--- src/rtl/mips_mon_pkg.sv ---
// mips_mon_pkg: shared types and constants for the MIPS run-control monitor.
//   mon_state_e  : run-control states (IDLE, RUN, HALTED)
//   halt_cause_e : reported halt reason (NONE=0, NOP=1, TIMEOUT=2)
//   MIPS_NOP     : the canonical MIPS NOP encoding (sll $0,$0,0)
package mips_mon_pkg;

    typedef enum logic [1:0] {
        ST_IDLE   = 2'd0,
        ST_RUN    = 2'd1,
        ST_HALTED = 2'd2
    } mon_state_e;

    typedef enum logic [1:0] {
        CAUSE_NONE    = 2'd0,
        CAUSE_NOP     = 2'd1,
        CAUSE_TIMEOUT = 2'd2
    } halt_cause_e;

    localparam logic [31:0] MIPS_NOP = 32'h0000_0000;

endpackage

--- src/rtl/mips_trace_fifo.sv ---
// mips_trace_fifo: show-ahead FIFO holding retired-instruction trace entries.
// Ports:
//   clk, reset (async, active-low), flush (sync clear of pointers)
//   push, push_data : write one entry when not full (or when popping while full)
//   pop             : drop the head; ignored while empty
//   full, empty     : occupancy flags
//   head            : current head entry, valid whenever empty is low
// Pointers carry one extra wrap bit so full and empty are distinguishable
// without a separate occupancy counter.
module mips_trace_fifo
    import mips_mon_pkg::*;
#(
    parameter int WIDTH = 64,
    parameter int DEPTH = 16
) (
    input  logic             clk,
    input  logic             reset,
    input  logic             flush,
    input  logic             push,
    input  logic [WIDTH-1:0] push_data,
    input  logic             pop,
    output logic             full,
    output logic             empty,
    output logic [WIDTH-1:0] head
);

    localparam int AW = $clog2(DEPTH);
    localparam logic [AW:0] PTR_ONE = {{AW{1'b0}}, 1'b1};

    logic [AW:0]      wr_ptr_r;
    logic [AW:0]      rd_ptr_r;
    logic [WIDTH-1:0] mem_r [DEPTH];
    logic             do_pop_s;
    logic             do_push_s;

    assign empty = (wr_ptr_r == rd_ptr_r);
    assign full  = (wr_ptr_r[AW] != rd_ptr_r[AW]) &&
                   (wr_ptr_r[AW-1:0] == rd_ptr_r[AW-1:0]);
    assign head  = mem_r[rd_ptr_r[AW-1:0]];

    // A pop frees a slot in the same cycle, so a full FIFO still accepts a push.
    assign do_pop_s  = pop && !empty;
    assign do_push_s = push && (!full || do_pop_s);

    // Storage and pointer update; storage is cleared on reset so head reads 0.
    always_ff @(posedge clk or negedge reset) begin
        if (!reset) begin
            wr_ptr_r <= {(AW+1){1'b0}};
            rd_ptr_r <= {(AW+1){1'b0}};
            for (int i = 0; i < DEPTH; i++) begin
                mem_r[i] <= {WIDTH{1'b0}};
            end
        end else if (flush) begin
            wr_ptr_r <= {(AW+1){1'b0}};
            rd_ptr_r <= {(AW+1){1'b0}};
        end else begin
            if (do_push_s) begin
                mem_r[wr_ptr_r[AW-1:0]] <= push_data;
                wr_ptr_r <= wr_ptr_r + PTR_ONE;
            end
            if (do_pop_s) begin
                rd_ptr_r <= rd_ptr_r + PTR_ONE;
            end
        end
    end

endmodule

--- src/rtl/mips_run_monitor.sv ---
// mips_run_monitor: run-control and trace monitor fed from the retire stage.
// Counts RUN cycles and retired instructions, halts after NOP_LIMIT
// consecutive retired NOPs (cause 1) or MAX_CYCLES RUN cycles (cause 2),
// and traces non-NOP retirements as {instr, alu_result}.
// Ports:
//   clk, reset (async, active-low), start (arm / re-arm pulse)
//   instr_valid, instr, alu_result : retire-stage inputs
//   running, halt, halt_cause, cycle_count, instr_count : run status
//   trace_rd, trace_valid, trace_data, trace_overflow   : trace FIFO access
// Build option: MIPS_TRACE_FIFO_EN builds the trace FIFO; without it the
// trace outputs are tied to 0 and trace_rd is ignored.
module mips_run_monitor
    import mips_mon_pkg::*;
#(
    parameter int DATA_W      = 32,
    parameter int NOP_LIMIT   = 4,
    parameter int MAX_CYCLES  = 1000,
    parameter int CYCLE_W     = 16,
    parameter int TRACE_DEPTH = 16
) (
    input  logic                clk,
    input  logic                reset,
    input  logic                start,
    input  logic                instr_valid,
    input  logic [DATA_W-1:0]   instr,
    input  logic [DATA_W-1:0]   alu_result,
    output logic                running,
    output logic                halt,
    output logic [1:0]          halt_cause,
    output logic [CYCLE_W-1:0]  cycle_count,
    output logic [CYCLE_W-1:0]  instr_count,
    input  logic                trace_rd,
    output logic                trace_valid,
    output logic [2*DATA_W-1:0] trace_data,
    output logic                trace_overflow
);

    localparam int NOP_W = $clog2(NOP_LIMIT + 1);
    localparam logic [NOP_W-1:0]   NOP_ONE = {{(NOP_W-1){1'b0}}, 1'b1};
    localparam logic [CYCLE_W-1:0] CYC_ONE = {{(CYCLE_W-1){1'b0}}, 1'b1};

    mon_state_e          state_r;
    halt_cause_e         cause_r;
    logic [CYCLE_W-1:0]  cycle_count_r;
    logic [CYCLE_W-1:0]  instr_count_r;
    logic [NOP_W-1:0]    nop_run_r;
    logic                running_r;
    logic                halt_r;
    logic                is_nop_s;
    logic                nop_hit_s;
    logic                timeout_hit_s;

    assign is_nop_s      = instr_valid && (instr == DATA_W'(MIPS_NOP));
    // Trigger conditions look at the pre-increment value so the halt lands
    // on the same edge as the retirement / cycle that reaches the limit.
    assign nop_hit_s     = is_nop_s && (nop_run_r == NOP_W'(NOP_LIMIT - 1));
    assign timeout_hit_s = (cycle_count_r == CYCLE_W'(MAX_CYCLES - 1));

    assign running     = running_r;
    assign halt        = halt_r;
    assign halt_cause  = cause_r;
    assign cycle_count = cycle_count_r;
    assign instr_count = instr_count_r;

    // Run-control FSM with counters and registered status outputs.
    always_ff @(posedge clk or negedge reset) begin
        if (!reset) begin
            state_r       <= ST_IDLE;
            cause_r       <= CAUSE_NONE;
            cycle_count_r <= {CYCLE_W{1'b0}};
            instr_count_r <= {CYCLE_W{1'b0}};
            nop_run_r     <= {NOP_W{1'b0}};
            running_r     <= 1'b0;
            halt_r        <= 1'b0;
        end else begin
            case (state_r)
                ST_IDLE, ST_HALTED: begin
                    if (start) begin
                        state_r       <= ST_RUN;
                        cause_r       <= CAUSE_NONE;
                        cycle_count_r <= {CYCLE_W{1'b0}};
                        instr_count_r <= {CYCLE_W{1'b0}};
                        nop_run_r     <= {NOP_W{1'b0}};
                        running_r     <= 1'b1;
                        halt_r        <= 1'b0;
                    end
                end
                ST_RUN: begin
                    cycle_count_r <= cycle_count_r + CYC_ONE;
                    if (instr_valid) begin
                        instr_count_r <= instr_count_r + CYC_ONE;
                        nop_run_r     <= is_nop_s ? (nop_run_r + NOP_ONE) : {NOP_W{1'b0}};
                    end
                    // NOP limit takes priority when both triggers coincide.
                    if (nop_hit_s) begin
                        state_r   <= ST_HALTED;
                        cause_r   <= CAUSE_NOP;
                        running_r <= 1'b0;
                        halt_r    <= 1'b1;
                    end else if (timeout_hit_s) begin
                        state_r   <= ST_HALTED;
                        cause_r   <= CAUSE_TIMEOUT;
                        running_r <= 1'b0;
                        halt_r    <= 1'b1;
                    end
                end
                default: begin
                    state_r   <= ST_IDLE;
                    cause_r   <= CAUSE_NONE;
                    running_r <= 1'b0;
                    halt_r    <= 1'b0;
                end
            endcase
        end
    end

`ifdef MIPS_TRACE_FIFO_EN
    logic fifo_full_s;
    logic fifo_empty_s;
    logic push_s;
    logic flush_s;
    logic overflow_r;

    assign push_s  = (state_r == ST_RUN) && instr_valid && !is_nop_s;
    // Any accepted start (i.e. from IDLE or HALTED) begins a fresh trace.
    assign flush_s = start && (state_r != ST_RUN);

    mips_trace_fifo #(
        .WIDTH (2 * DATA_W),
        .DEPTH (TRACE_DEPTH)
    ) u_trace_fifo (
        .clk       (clk),
        .reset     (reset),
        .flush     (flush_s),
        .push      (push_s),
        .push_data ({instr, alu_result}),
        .pop       (trace_rd),
        .full      (fifo_full_s),
        .empty     (fifo_empty_s),
        .head      (trace_data)
    );

    // Sticky overflow: a push into a full FIFO with no simultaneous pop is lost.
    always_ff @(posedge clk or negedge reset) begin
        if (!reset) begin
            overflow_r <= 1'b0;
        end else if (flush_s) begin
            overflow_r <= 1'b0;
        end else if (push_s && fifo_full_s && !trace_rd) begin
            overflow_r <= 1'b1;
        end else begin
            overflow_r <= overflow_r;
        end
    end

    assign trace_valid    = !fifo_empty_s;
    assign trace_overflow = overflow_r;
`else
    logic unused_trace_s;

    assign unused_trace_s = ^{trace_rd, alu_result};
    assign trace_valid    = 1'b0;
    assign trace_data     = {(2*DATA_W){1'b0}};
    assign trace_overflow = 1'b0;
`endif

endmodule

--- config.mk ---
export PLATFORM = sky130hd
export DESIGN_NAME = mips_run_monitor
export DESIGN_NICKNAME = d
export VERILOG_FILES = /design/src/rtl/mips_mon_pkg.sv /design/src/rtl/mips_trace_fifo.sv /design/src/rtl/mips_run_monitor.sv
export SDC_FILE = /design/constraint.sdc
export NUM_CORES = 1
export LEC_CHECK = 0
export CAP_MARGIN = 0
export CELL_PAD_IN_SITES_DETAIL_PLACEMENT = 0
export CELL_PAD_IN_SITES_GLOBAL_PLACEMENT = 2
export CORE_MARGIN = 10
export CORE_UTILIZATION = 19
export DETAILED_ROUTE_END_ITERATION = 10
export PLACE_DENSITY = 0.9
export SLEW_MARGIN = 20
export SYNTH_ARGS = -nofsm -noshare
export SYNTH_HDL_FRONTEND = slang
export SYNTH_SLANG_ARGS = --single-unit
--- constraint.sdc ---
create_clock -name clk -period 2 [get_ports clk]
set_input_delay 0.5 -clock clk [delete_from_list [all_inputs] [get_ports clk]]
set_output_delay 0.5 -clock clk [all_outputs]
set_load 0.1 [all_outputs]
=== After elaboration in Yosys (flattened, before gate mapping) ===
Index checks and enable logic that the tools add are counted.

* Input port bits: 69
* Bits in registers: 41
* Output and inout bits: 102
* Logic and storage cells: 49

* Reduce and logical (&&, ||, !) cells: 9
* Muxes and demuxes: 23
* Add/sub/neg operators: 3
* Equality and inequality tests: 7

{| class="wikitable"
|+ Operator list
! cell !! count
|-
| 16-bit one-hot mux with 2 select lines || 2
|-
| 16-bit by 1-bit adder with 16-bit output, second input constant || 2
|-
| 32-bit zero test || 1
|-
| 16-bit 2-to-1 mux || 2
|-
| 16-bit by 10-bit equality test with 1-bit output, second input constant || 1
|-
| 2-bit 2-to-1 mux || 5
|-
| 3-bit 2-to-1 mux || 3
|-
| 2-bit one-hot mux with 2 select lines || 2
|-
| 1-bit 2-to-1 mux || 6
|-
| 3-bit one-hot mux with 2 select lines || 1
|-
| 2-bit inequality test, second input constant || 2
|-
| 1-bit one-hot mux with 2 select lines || 2
|-
| 2-bit AND reduction || 2
|-
| 3-bit by 1-bit adder with 3-bit output, second input constant || 1
|-
| 3-bit by 2-bit equality test with 1-bit output, second input constant || 1
|-
| 3-bit inequality test, second input constant || 1
|-
| 3-bit AND reduction || 1
|-
| 2-bit by 1-bit equality test with 1-bit output, second input constant || 1
|-
| 2-bit equality test, second input constant || 1
|-
| 1-bit logical AND || 2
|-
| 2-bit zero test || 1
|-
| 2-bit nonzero test || 1
|-
| 2-bit OR reduction || 1
|}

=== Depth between registers and ports, before layout ===
Gate-level depths: netlist of run 1.

* Depth after elaboration: 5
* Gate-level depth with buffers: 6
* Depth with buffers taken out: 5

=== Least setup slack after synthesis of run 1 ===
No wires, ideal clock.

* Path type: register to register
* Start: register cycle_count_r[0], in the netlist cycle_count[0]
* End: register cycle_count_r[8], in the netlist cycle_count[8]
* Library setup time: 0.094 ns
* Required time: 1.906 ns
* Path buffers: 0
* Slack: -0.377 ns
* Cell stages (with the launch flop): 6
* Arrival: 2.283 ns
* Cell sequence: dfrtp_1 ha_1 nand3_1 nor3_1 and3_1 mux2i_1

* Cells in the longest elaborated chain, start to end: 2

{| class="wikitable"
|+ Ends and longest elaborated chain
! what !! RTL line !! source
|-
| start: declaration || mips_run_monitor.sv:44 || <nowiki>logic [CYCLE_W-1:0] cycle_count_r;</nowiki>
|-
| start signal: assignment || mips_run_monitor.sv:70 || <nowiki>cycle_count_r <= {CYCLE_W{1'b0}};</nowiki>
|-
| start signal: assignment || mips_run_monitor.sv:81 || <nowiki>cycle_count_r <= {CYCLE_W{1'b0}};</nowiki>
|-
| start signal: assignment || mips_run_monitor.sv:89 || <nowiki>cycle_count_r <= cycle_count_r + CYC_ONE;</nowiki>
|-
| 16-bit by 1-bit adder with 16-bit output || mips_run_monitor.sv:89 ||
|-
| 16-bit one-hot mux with 2 select lines || mips_run_monitor.sv:76 || <nowiki>case (state_r)</nowiki>
|}

Every way passes these cells.
A chain may end at the register's enable or synchronous reset.

=== Worst setup path in the final report of run 1 ===
* Start: register cycle_count_r[11], in the netlist cycle_count[11]
* End: register running_r, in the netlist running

* Cells in the longest elaborated chain, start to end: 3

{| class="wikitable"
|+ Ends and longest elaborated chain
! what !! RTL line !! source
|-
| 16-bit by 10-bit equality test with 1-bit output || mips_run_monitor.sv:57 || <nowiki>assign timeout_hit_s = (cycle_count_r == CYCLE_W'(MAX_CYCLES - 1));</nowiki>
|-
| 3-bit inequality test (no source line) || - ||
|-
| 2-bit AND reduction (no source line) || - ||
|-
| end signal: assignment || mips_run_monitor.sv:73 || <nowiki>running_r <= 1'b0;</nowiki>
|-
| end signal: assignment || mips_run_monitor.sv:84 || <nowiki>running_r <= 1'b1;</nowiki>
|-
| end signal: assignment || mips_run_monitor.sv:98 || <nowiki>running_r <= 1'b0;</nowiki>
|-
| end: declaration || mips_run_monitor.sv:47 || <nowiki>logic running_r;</nowiki>
|}

Every way passes these cells.

==> results.sh, run 1 <==
export IMPL_run_status="complete, no violations"
export IMPL_start_kind="register"
export IMPL_cts_made_buffers=5
export IMPL_cp_max_fo=6
export IMPL_synthesis_area_sq_mm=0.00262
export IMPL_grt_max_degree=23
export IMPL_drt_iter0_drc=138
export IMPL_ys_flop_type="dfrtp_1"
export IMPL_drcViolationCount=0
export IMPL_worstHoldPathType="in -> async"
export IMPL_area_growth_pct=50.5
export IMPL_synth_edf_count=0
export IMPL_yosys_top_cells_area="dfrtp_1 38%, buf_4 19%, o21ai_0 3.2%"
export IMPL_yosys_area_top_type_share_pct=38.2
export IMPL_num_rows=42
export IMPL_syn_inst=286
export IMPL_placed_cells=542
export IMPL_drive_above_1_share_pct=26.1
export IMPL_start_util_pct=19.6
export IMPL_instances_no_fill=551
export IMPL_hold_viol_final=0
export IMPL_overflow=0
export IMPL_yosysTopAreaCell="dfrtp_1"
export IMPL_cts_tree="done"
export IMPL_num_vias=2231
export IMPL_powerDensity_mw_per_mm2=803
export IMPL_setup_ws_ns=0.0795
export IMPL_p_leak_nw=1.66
export IMPL_async_flop_share_pct=100
export IMPL_gp_congestion=0.793
export IMPL_period_minus_slack_ns=1.92
export IMPL_grt_setup_unrepaired="false"
export IMPL_cts_root_buf="clkbuf_16"
export IMPL_r2r_end="running"
export IMPL_reg2regPathDepth=4
export IMPL_grt_pass1_wl_mm=12.4
export IMPL_cts_buffer_depth=2
export IMPL_finalCritPeriodShare_pct=96.0
export IMPL_r2r_start="cycle_count[11]"
export IMPL_yosysSeqAreaShare_pct=38.2
export IMPL_fillers=1410
export IMPL_core_sq_mm=0.0134
export IMPL_ant_nets=0
export IMPL_power_mw=3.17
export IMPL_setup_viol=0
export IMPL_die_h_microns=137
export IMPL_grt_pass1_vias=2446
export IMPL_yosys_warnings=0
export IMPL_die_w_microns=137
export IMPL_fin_skew_ns=0.00591
export IMPL_insertion_delay_ns=0.28
export IMPL_ys_ff_latch=40
export IMPL_pre_cts_ws_ns=-0.358
export IMPL_syn_avg_cell_area_sq_um=9.17
export IMPL_r2r_slack_ns=0.08
export IMPL_cp_arrival_ns=2.06
export IMPL_die_area_sq_mm=0.0189
export IMPL_hpwl_mm=6.50
export IMPL_port_buffers=71
export IMPL_antenna_found_initial=0
export IMPL_final_max_slew_viol_count=0
export IMPL_drt_total_wl_mm=7.85
export IMPL_final_net_count=447
export IMPL_path_clk_slew_ns=0.06
export IMPL_required_ns=2.14
export IMPL_io_pins=171
export IMPL_vdd_ir_drop_max_mv=0.335
export IMPL_maxCapViolations=0
export IMPL_routedWlPerCell_microns=14.2
export IMPL_track_usage_pct=8.04
export IMPL_ys_types=48
export IMPL_viasPerCell=4.05
export IMPL_mostFrequentLayoutCells="66 x conb_1, 36 x buf_12, 32 x clkdlybuf4s50_1"
export IMPL_clock_fmax_mhz=521
export IMPL_antenna_cells=0
export IMPL_layout_commonest_cell="conb_1"
export IMPL_htree_levels=2
export IMPL_clock_sinks=40
export IMPL_firstDrtPassIters=4
export IMPL_worst_setup_path_end_kind="register"
export IMPL_worstSetupPathType="reg -> reg"
-- synth_stat cells, types with 3 or more instances --
master,n
buf_4,67
dfrtp_1,40
nand2_1,22
o21ai_0,17
nor2_1,15
a21oi_1,10
nand4_1,9
nand3_1,8
nor4_1,8
or3_1,6
and4_1,5
clkbuf_1,5
inv_1,5
mux2i_1,5
xor2_1,5
a31oi_1,4
ha_1,4
nor3_1,4
o2111ai_1,4
o211ai_1,4
o31ai_1,4
nor2b_1,3
or4_1,3
-- report_power, final --
| group | total (mW) | leakage [nW] | internal [mW] | switching (mW) |
|---|---|---|---|---|
| logic | 1.38 | 1.15 | 0.318 | 1.06 |
| registers | 0.993 | 0.445 | 0.874 | 0.118 |
| clock network | 0.802 | 0.0712 | 0.498 | 0.305 |
| total | 3.17 | 1.66 | 1.69 | 1.48 |
-- worst max-delay path by stage --
stage	slack (ns)	end	from	cells after the start
floorplan	0.07	cycle_count[8]	cycle_count[1]	5
global placement	-0.30	instr_count[15]	instr_valid	5
detailed placement	-0.36	instr_count[15]	instr_valid	5
CTS	0.03	instr_count[15]	start	5
global route	0.005	halt_cause[0]	cycle_count[11]	4
finish	0.08	running	cycle_count[11]	4
-- kinds of logic after synthesis --
group / count (synthesis) / synth area share, %
DFF: 40 / 38.2
muxes: 6 / 2.34
other: 1 / 0.143
AOI/OAI and AO/OA: 54 / 13.1
xor gates and xnor gates: 7 / 2.34
buffers and inverters: 79 / 21.2
adders and majority gates: 4 / 1.91
and+or+nand+nor: 95 / 20.8
-- flip-flops by register name, summed over array words and instances, names as in the netlist --
signal,flops
cycle_count,16
halt,1
nop_run_r,3
running,1
instr_count,16
halt_cause,2
state_r,1
-- per-stage QoR --
step	cell area, sq um	hold WS, ns	util (%)	setup TNS, ns
after floorplan	2910	0.204	-	0
after global placement	3790	0.472	28.3	-3.15
after detailed placement	3790	0.473	28.3	-3.58
after CTS	3940	0.182	29.4	0
after global routing	3950	0.209	29.4	0
final	3950	0.163	29.4	0
-- metal layers --
layer	vias to the layer above	wire (microns)	global-route usage (%)
met2	100	3820	13.8
met5	-	0	0
met1	1053	3290	9.18
met4	0	84	2.28
li1	1071	-	-
met3	7	657	2.88
-- what timing repair did --
action / 4_1_cts / 5_1_grt
pin swaps: 0 / 1
resized for setup: 1 / 1
hold buffers: 0 / 0
setup endpoints to repair: 1 / 3
setup buffers: 0 / 1
-- final cells by class --
class	count	area (sq um)	share of cell area [%]
Inverter	5	18.8	0.476
Timing Repair Buffer	90	1210	30.7
Multi-Input combinational cell	232	1310	33.2
Tap cell	176	220	5.58
Sequential cell	40	1040	26.4
Clock buffer	8	146	3.71
-- worst max-delay path: stages (launching register included) --
cell,delay [ns]
dfrtp_2,0.46
or4_1,0.59
nor4_4,0.45
or3b_2,0.20
o22ai_1,0.08
(Power assumes the default switching activity.)
==> run 2, diff against run 1 <==
- RECOVER_POWER: default -> 50
- SYNTH_HIERARCHICAL: default -> 1
==> results.sh, run 2 <==
export IMPL_hold_ws_ns=0.393
export IMPL_slew_limit_headroom_pct=29.3
export IMPL_syn_avg_cell_area_sq_um=9.17
export IMPL_die_w_microns=137
export IMPL_reg2regPathDepth=4
export IMPL_antenna_found_initial=0
export IMPL_antenna_cells=0
export IMPL_r2r_end="running"
export IMPL_cts_tree="done"
export IMPL_yosys_area_top_type_share_pct=38.2
export IMPL_cp_arrival_ns=2.06
export IMPL_fin_setup_tns_ns=0
export IMPL_hold_viol_final=0
export IMPL_gp_congestion=0.793
export IMPL_drt_iter0_drc=145
export IMPL_path_clk_slew_ns=0.06
export IMPL_grt_pass1_wl_mm=12.4
export IMPL_port_buffers=71
export IMPL_required_ns=2.14
export IMPL_synth_edf_count=0
export IMPL_clock_fmax_mhz=521
export IMPL_mostFrequentLayoutCells="66 x conb_1, 32 x clkdlybuf4s50_1, 31 x buf_12"
export IMPL_worstSetupPathType="reg -> reg"
export IMPL_hpwl_mm=6.50
export IMPL_yosysTopAreaCell="dfrtp_1"
export IMPL_start_kind="register"
export IMPL_grt_pass1_vias=2446
export IMPL_ant_nets=0
export IMPL_synthesis_area_sq_mm=0.00262
export IMPL_placed_cells=542
export IMPL_p_leak_nw=1.63
export IMPL_r2r_slack_ns=0.08
export IMPL_postCtsHoldBufs=0
export IMPL_track_usage_pct=8.04
export IMPL_pwr_share_clk_pct=25.4
export IMPL_worst_setup_path_end_kind="register"
export IMPL_cts_root_buf="clkbuf_16"
export IMPL_firstDrtPassIters=4
export IMPL_cts_buffer_depth=2
export IMPL_syn_inst=286
export IMPL_worstHoldPathType="in -> async"
export IMPL_yosys_warnings=6
export IMPL_power_mw=3.16
export IMPL_setup_viol=0
export IMPL_pre_cts_ws_ns=-0.358
export IMPL_vdd_ir_drop_max_mv=0.335
export IMPL_cp_max_fo=6
export IMPL_finalCritPeriodShare_pct=95.9
export IMPL_worst_pin_slew_ns=1.06
export IMPL_yosys_top_cells_area="dfrtp_1 38%, buf_4 19%, o21ai_0 3.2%"
export IMPL_ys_ff_latch=40
export IMPL_instances_no_fill=551
export IMPL_num_rows=42
export IMPL_internal_power_mw=1.68
export IMPL_overflow=0
export IMPL_area_growth_pct=46.8
export IMPL_seqPwrFrac_pct=31.3
export IMPL_final_net_count=447
export IMPL_grt_max_degree=23
export IMPL_yosysMostFrequentCell="buf_4"
export IMPL_routedWlPerCell_microns=14.3
export IMPL_setup_ws_ns=0.0813
export IMPL_core_sq_mm=0.0134
export IMPL_final_max_slew_viol_count=0
export IMPL_cts_made_buffers=5
export IMPL_combPwrFrac_pct=43.3
export IMPL_htree_levels=2
export IMPL_grt_setup_unrepaired="false"
export IMPL_drive_above_1_share_pct=23.2
export IMPL_drt_total_wl_mm=7.86
export IMPL_viasPerCell=4.05
export IMPL_die_area_sq_mm=0.0189
export IMPL_fin_skew_ns=0.00566
export IMPL_ys_flop_type="dfrtp_1"
export IMPL_num_vias=2230
export IMPL_drcViolationCount=0
export IMPL_switching_power_mw=1.48
export IMPL_r2r_start="cycle_count[11]"
export IMPL_die_h_microns=137
export IMPL_async_flop_share_pct=100
export IMPL_ys_types=48
export IMPL_layout_commonest_cell="conb_1"
export IMPL_maxCapViolations=0
export IMPL_period_minus_slack_ns=1.92
export IMPL_synthTopCellsByCount="67 x buf_4, 40 x dfrtp_1, 22 x nand2_1"
export IMPL_powerDensity_mw_per_mm2=820
export IMPL_start_util_pct=19.6
export IMPL_yosysSeqAreaShare_pct=38.2
export IMPL_insertion_delay_ns=0.28
export IMPL_swShare_pct=46.9
export IMPL_io_pins=171
export IMPL_run_status="complete, no violations"
export IMPL_clock_sinks=40
run 2: cell counts after synthesis:
Identical to the previous run, type by type.
run 2: layout make-up:
cell class	instances	area (sq um)
Multi-Input combinational cell	232	1300
Clock buffer	8	146
Fill cell	1422	9550
Inverter	5	18.8
Sequential cell	40	1030
Tap cell	176	220
Timing Repair Buffer	90	1130
run 2: cells by family after synthesis:
group / count (synthesis) / synth area share, %
multiplexers: 6 / 2.34
AO/OA/AOI/OAI: 54 / 13.1
other: 1 / 0.143
XOR/XNOR: 7 / 2.34
buffers and inverters: 79 / 21.2
adder cells (fa/ha/maj): 4 / 1.91
AND/OR/NAND/NOR: 95 / 20.8
flip-flops: 40 / 38.2
run 2: power by group through the flow:
stage	clock network, mW	registers (mW)	logic, mW
finish	0.803	0.988	1.37
global route	0.850	1.00	1.41
CTS	0.820	0.994	1.38
detailed placement	0	1.01	1.38
global placement	0	1.00	1.37
floorplan	0	1.35	0.723
run 2: worst max-delay path by stage:
stage / from / to / slack [ns] / depth (start not counted)
floorplan: cycle_count[1] / cycle_count[8] / 0.07 / 5
global placement: instr_valid / instr_count[15] / -0.30 / 5
detailed placement: instr_valid / instr_count[15] / -0.36 / 5
CTS: start / instr_count[15] / 0.03 / 5
global route: cycle_count[11] / halt_cause[0] / 0.006 / 4
finish: cycle_count[11] / running / 0.08 / 4
run 2: what timing repair did:
item,in CTS,in global routing
endpoints found under the setup margin,1,3
gates resized for setup,1,1
buffers inserted,0,1
pin swaps,0,1
run 2: layer usage:
| metal | wire length, microns | vias up | GRT usage, % |
|---|---|---|---|
| met3 | 642 | 7 | 2.88 |
| met1 | 3340 | 1052 | 9.18 |
| met2 | 3800 | 100 | 13.8 |
| li1 | - | 1071 | - |
| met4 | 84 | 0 | 2.28 |
| met5 | 0 | - | 0 |
run 2: critical path, cell delays in order, from the launching register on:
cell,delay [ns]
dfrtp_2,0.46
or4_1,0.59
nor4_4,0.45
or3b_2,0.20
o22ai_1,0.08
run 2: per-stage QoR:
stage          cell area, sq um  utilization, %
2_1_floorplan              2910               -
3_3_place_gp               3790            28.3
3_5_place_dp               3790            28.3
4_1_cts                    3940            29.4
5_1_grt                    3850            28.7
6_report                   3850            28.7
==> run 3, diff against run 2 <==
- RECOVER_POWER: 50 -> default
- SETUP_SLACK_MARGIN: default -> 0.05
==> results.sh, run 3 (synthesized netlist as in run 2, its figures left out) <==
export IMPL_cts_made_buffers=5
export IMPL_die_h_microns=137
export IMPL_setup_viol=0
export IMPL_mostFrequentLayoutCells="66 x conb_1, 36 x buf_12, 32 x clkdlybuf4s50_1"
export IMPL_layout_commonest_cell="conb_1"
export IMPL_maxCapViolations=0
export IMPL_worstHoldPathType="in -> async"
export IMPL_clock_sinks=40
export IMPL_gp_congestion=0.793
export IMPL_htree_levels=2
export IMPL_firstDrtPassIters=4
export IMPL_grt_pass1_vias=2446
export IMPL_critPathMaxStageDelay_ns=0.55
export IMPL_hpwl_mm=6.50
export IMPL_run_status="complete, no violations"
export IMPL_final_net_count=447
export IMPL_ant_nets=0
export IMPL_cp_max_fo=6
export IMPL_drcViolationCount=0
export IMPL_combPwrFrac_pct=43.4
export IMPL_fillers=1407
export IMPL_final_max_slew_viol_count=0
export IMPL_clock_fmax_mhz=540
export IMPL_grt_max_degree=23
export IMPL_fin_skew_ns=0.00552
export IMPL_switching_power_mw=1.48
export IMPL_num_vias=2247
export IMPL_track_usage_pct=8.04
export IMPL_slowest_stage="or4_4"
export IMPL_cts_tree="done"
export IMPL_worst_setup_path_end_kind="register"
export IMPL_antenna_cells=0
export IMPL_cts_buffer_depth=2
export IMPL_io_pins=171
export IMPL_drt_iter0_drc=149
export IMPL_period_minus_slack_ns=1.85
export IMPL_power_mw=3.17
export IMPL_port_buffers=71
export IMPL_powerDensity_mw_per_mm2=803
export IMPL_cts_root_buf="clkbuf_16"
export IMPL_routedWlPerCell_microns=14.3
export IMPL_drive_above_1_share_pct=26.7
export IMPL_required_ns=2.15
export IMPL_die_w_microns=137
export IMPL_insertion_delay_ns=0.28
export IMPL_grt_pass1_wl_mm=12.4
export IMPL_start_kind="register"
export IMPL_hold_viol_final=0
export IMPL_overflow=0
export IMPL_p_leak_nw=1.66
export IMPL_placed_cells=542
export IMPL_finalCritPeriodShare_pct=92.6
export IMPL_antenna_found_initial=0
export IMPL_vdd_ir_drop_max_mv=0.335
export IMPL_core_sq_mm=0.0134
export IMPL_drt_total_wl_mm=7.86
export IMPL_seqPwrFrac_pct=31.3
export IMPL_worstSetupPathType="reg -> reg"
export IMPL_grt_setup_unrepaired="false"
export IMPL_instances_no_fill=551
export IMPL_cp_arrival_ns=2.00
export IMPL_pwr_share_clk_pct=25.3
export IMPL_worstPathCellList="or4_4 > nor4_4 > or3b_2 > o22ai_1"
export IMPL_num_rows=42
export IMPL_swShare_pct=46.7
export IMPL_path_clk_slew_ns=0.06
export IMPL_area_growth_pct=50.5
export IMPL_viasPerCell=4.08
export IMPL_internal_power_mw=1.69
export IMPL_postCtsHoldBufs=0
export IMPL_die_area_sq_mm=0.0189
export IMPL_start_util_pct=19.6
-- run 3: cell count changes in the layout (fill, tap and decap cells not counted), moves of 5 or more --
cell	previous run	this run
buf_12	31	36
dfrtp_2	17	27
dfrtp_1	21	11
clkbuf_2	6	0
-- run 3: metal layers --
metal | up-vias | track usage [%] | wire length, microns
met5 | - | 0 | 0
li1 | 1070 | - | -
met1 | 1065 | 9.18 | 3270
met3 | 8 | 2.88 | 681
met4 | 0 | 2.28 | 90
met2 | 104 | 13.8 | 3810
-- run 3: power groups by stage --
stage               sequential (mW)  clock, mW  combinational (mW)
global route                   1.01      0.850                1.42
finish                        0.993      0.801                1.37
floorplan                      1.35          0               0.723
CTS                           0.994      0.820                1.38
detailed placement             1.01          0                1.38
global placement               1.00          0                1.37
-- run 3: final cells by class --
cell class	count	area, sq um	share of cell area, %
flip-flops and latches	40	1040	26.4
multi-input cells	232	1310	33.3
repair buffers	90	1210	30.6
inverters	5	18.8	0.475
well taps	176	220	5.58
clock buffers	8	146	3.71
-- run 3: through the flow --
stage / util, % / area, sq um / setup TNS (ns) / setup slack (ns) / hold slack [ns]
after floorplan: - / 2910 / 0 / 0.0736 / 0.204
after global placement: 28.3 / 3790 / -3.15 / -0.299 / 0.472
after detailed placement: 28.3 / 3790 / -3.58 / -0.358 / 0.473
after CTS: 29.4 / 3940 / 0 / 0.107 / 0.182
after global routing: 29.5 / 3950 / 0 / 0.0632 / 0.209
final: 29.5 / 3950 / 0 / 0.147 / 0.164
-- run 3: path summary, 6_finish.rpt --
check	startpoint	to	slack (ns)	cells after the start
max	cycle_count[11]	running	0.15	4
min	reset	cycle_count[11]	0.16	1
max reg2reg	cycle_count[11]	running	0.15	4
min reg2reg	nop_run_r[2]	nop_run_r[2]	0.49	2
max in group asynchronous	reset	state_r[0]	1.15	2
min in group clk	nop_run_r[2]	nop_run_r[2]	0.49	2
-- run 3: critical path, delay by kind of cell (launching register included) --
kind | cells | cell delay (ns)
AND/OR/NAND/NOR | 3 | 1.18
flip-flops | 1 | 0.47
AO/OA/AOI/OAI | 1 | 0.08
-- run 3: what timing repair did --
item	CTS	global route
endpoints found under the setup margin	3	4
pin swaps	0	1
resized for setup	2	2
buffers inserted	0	1
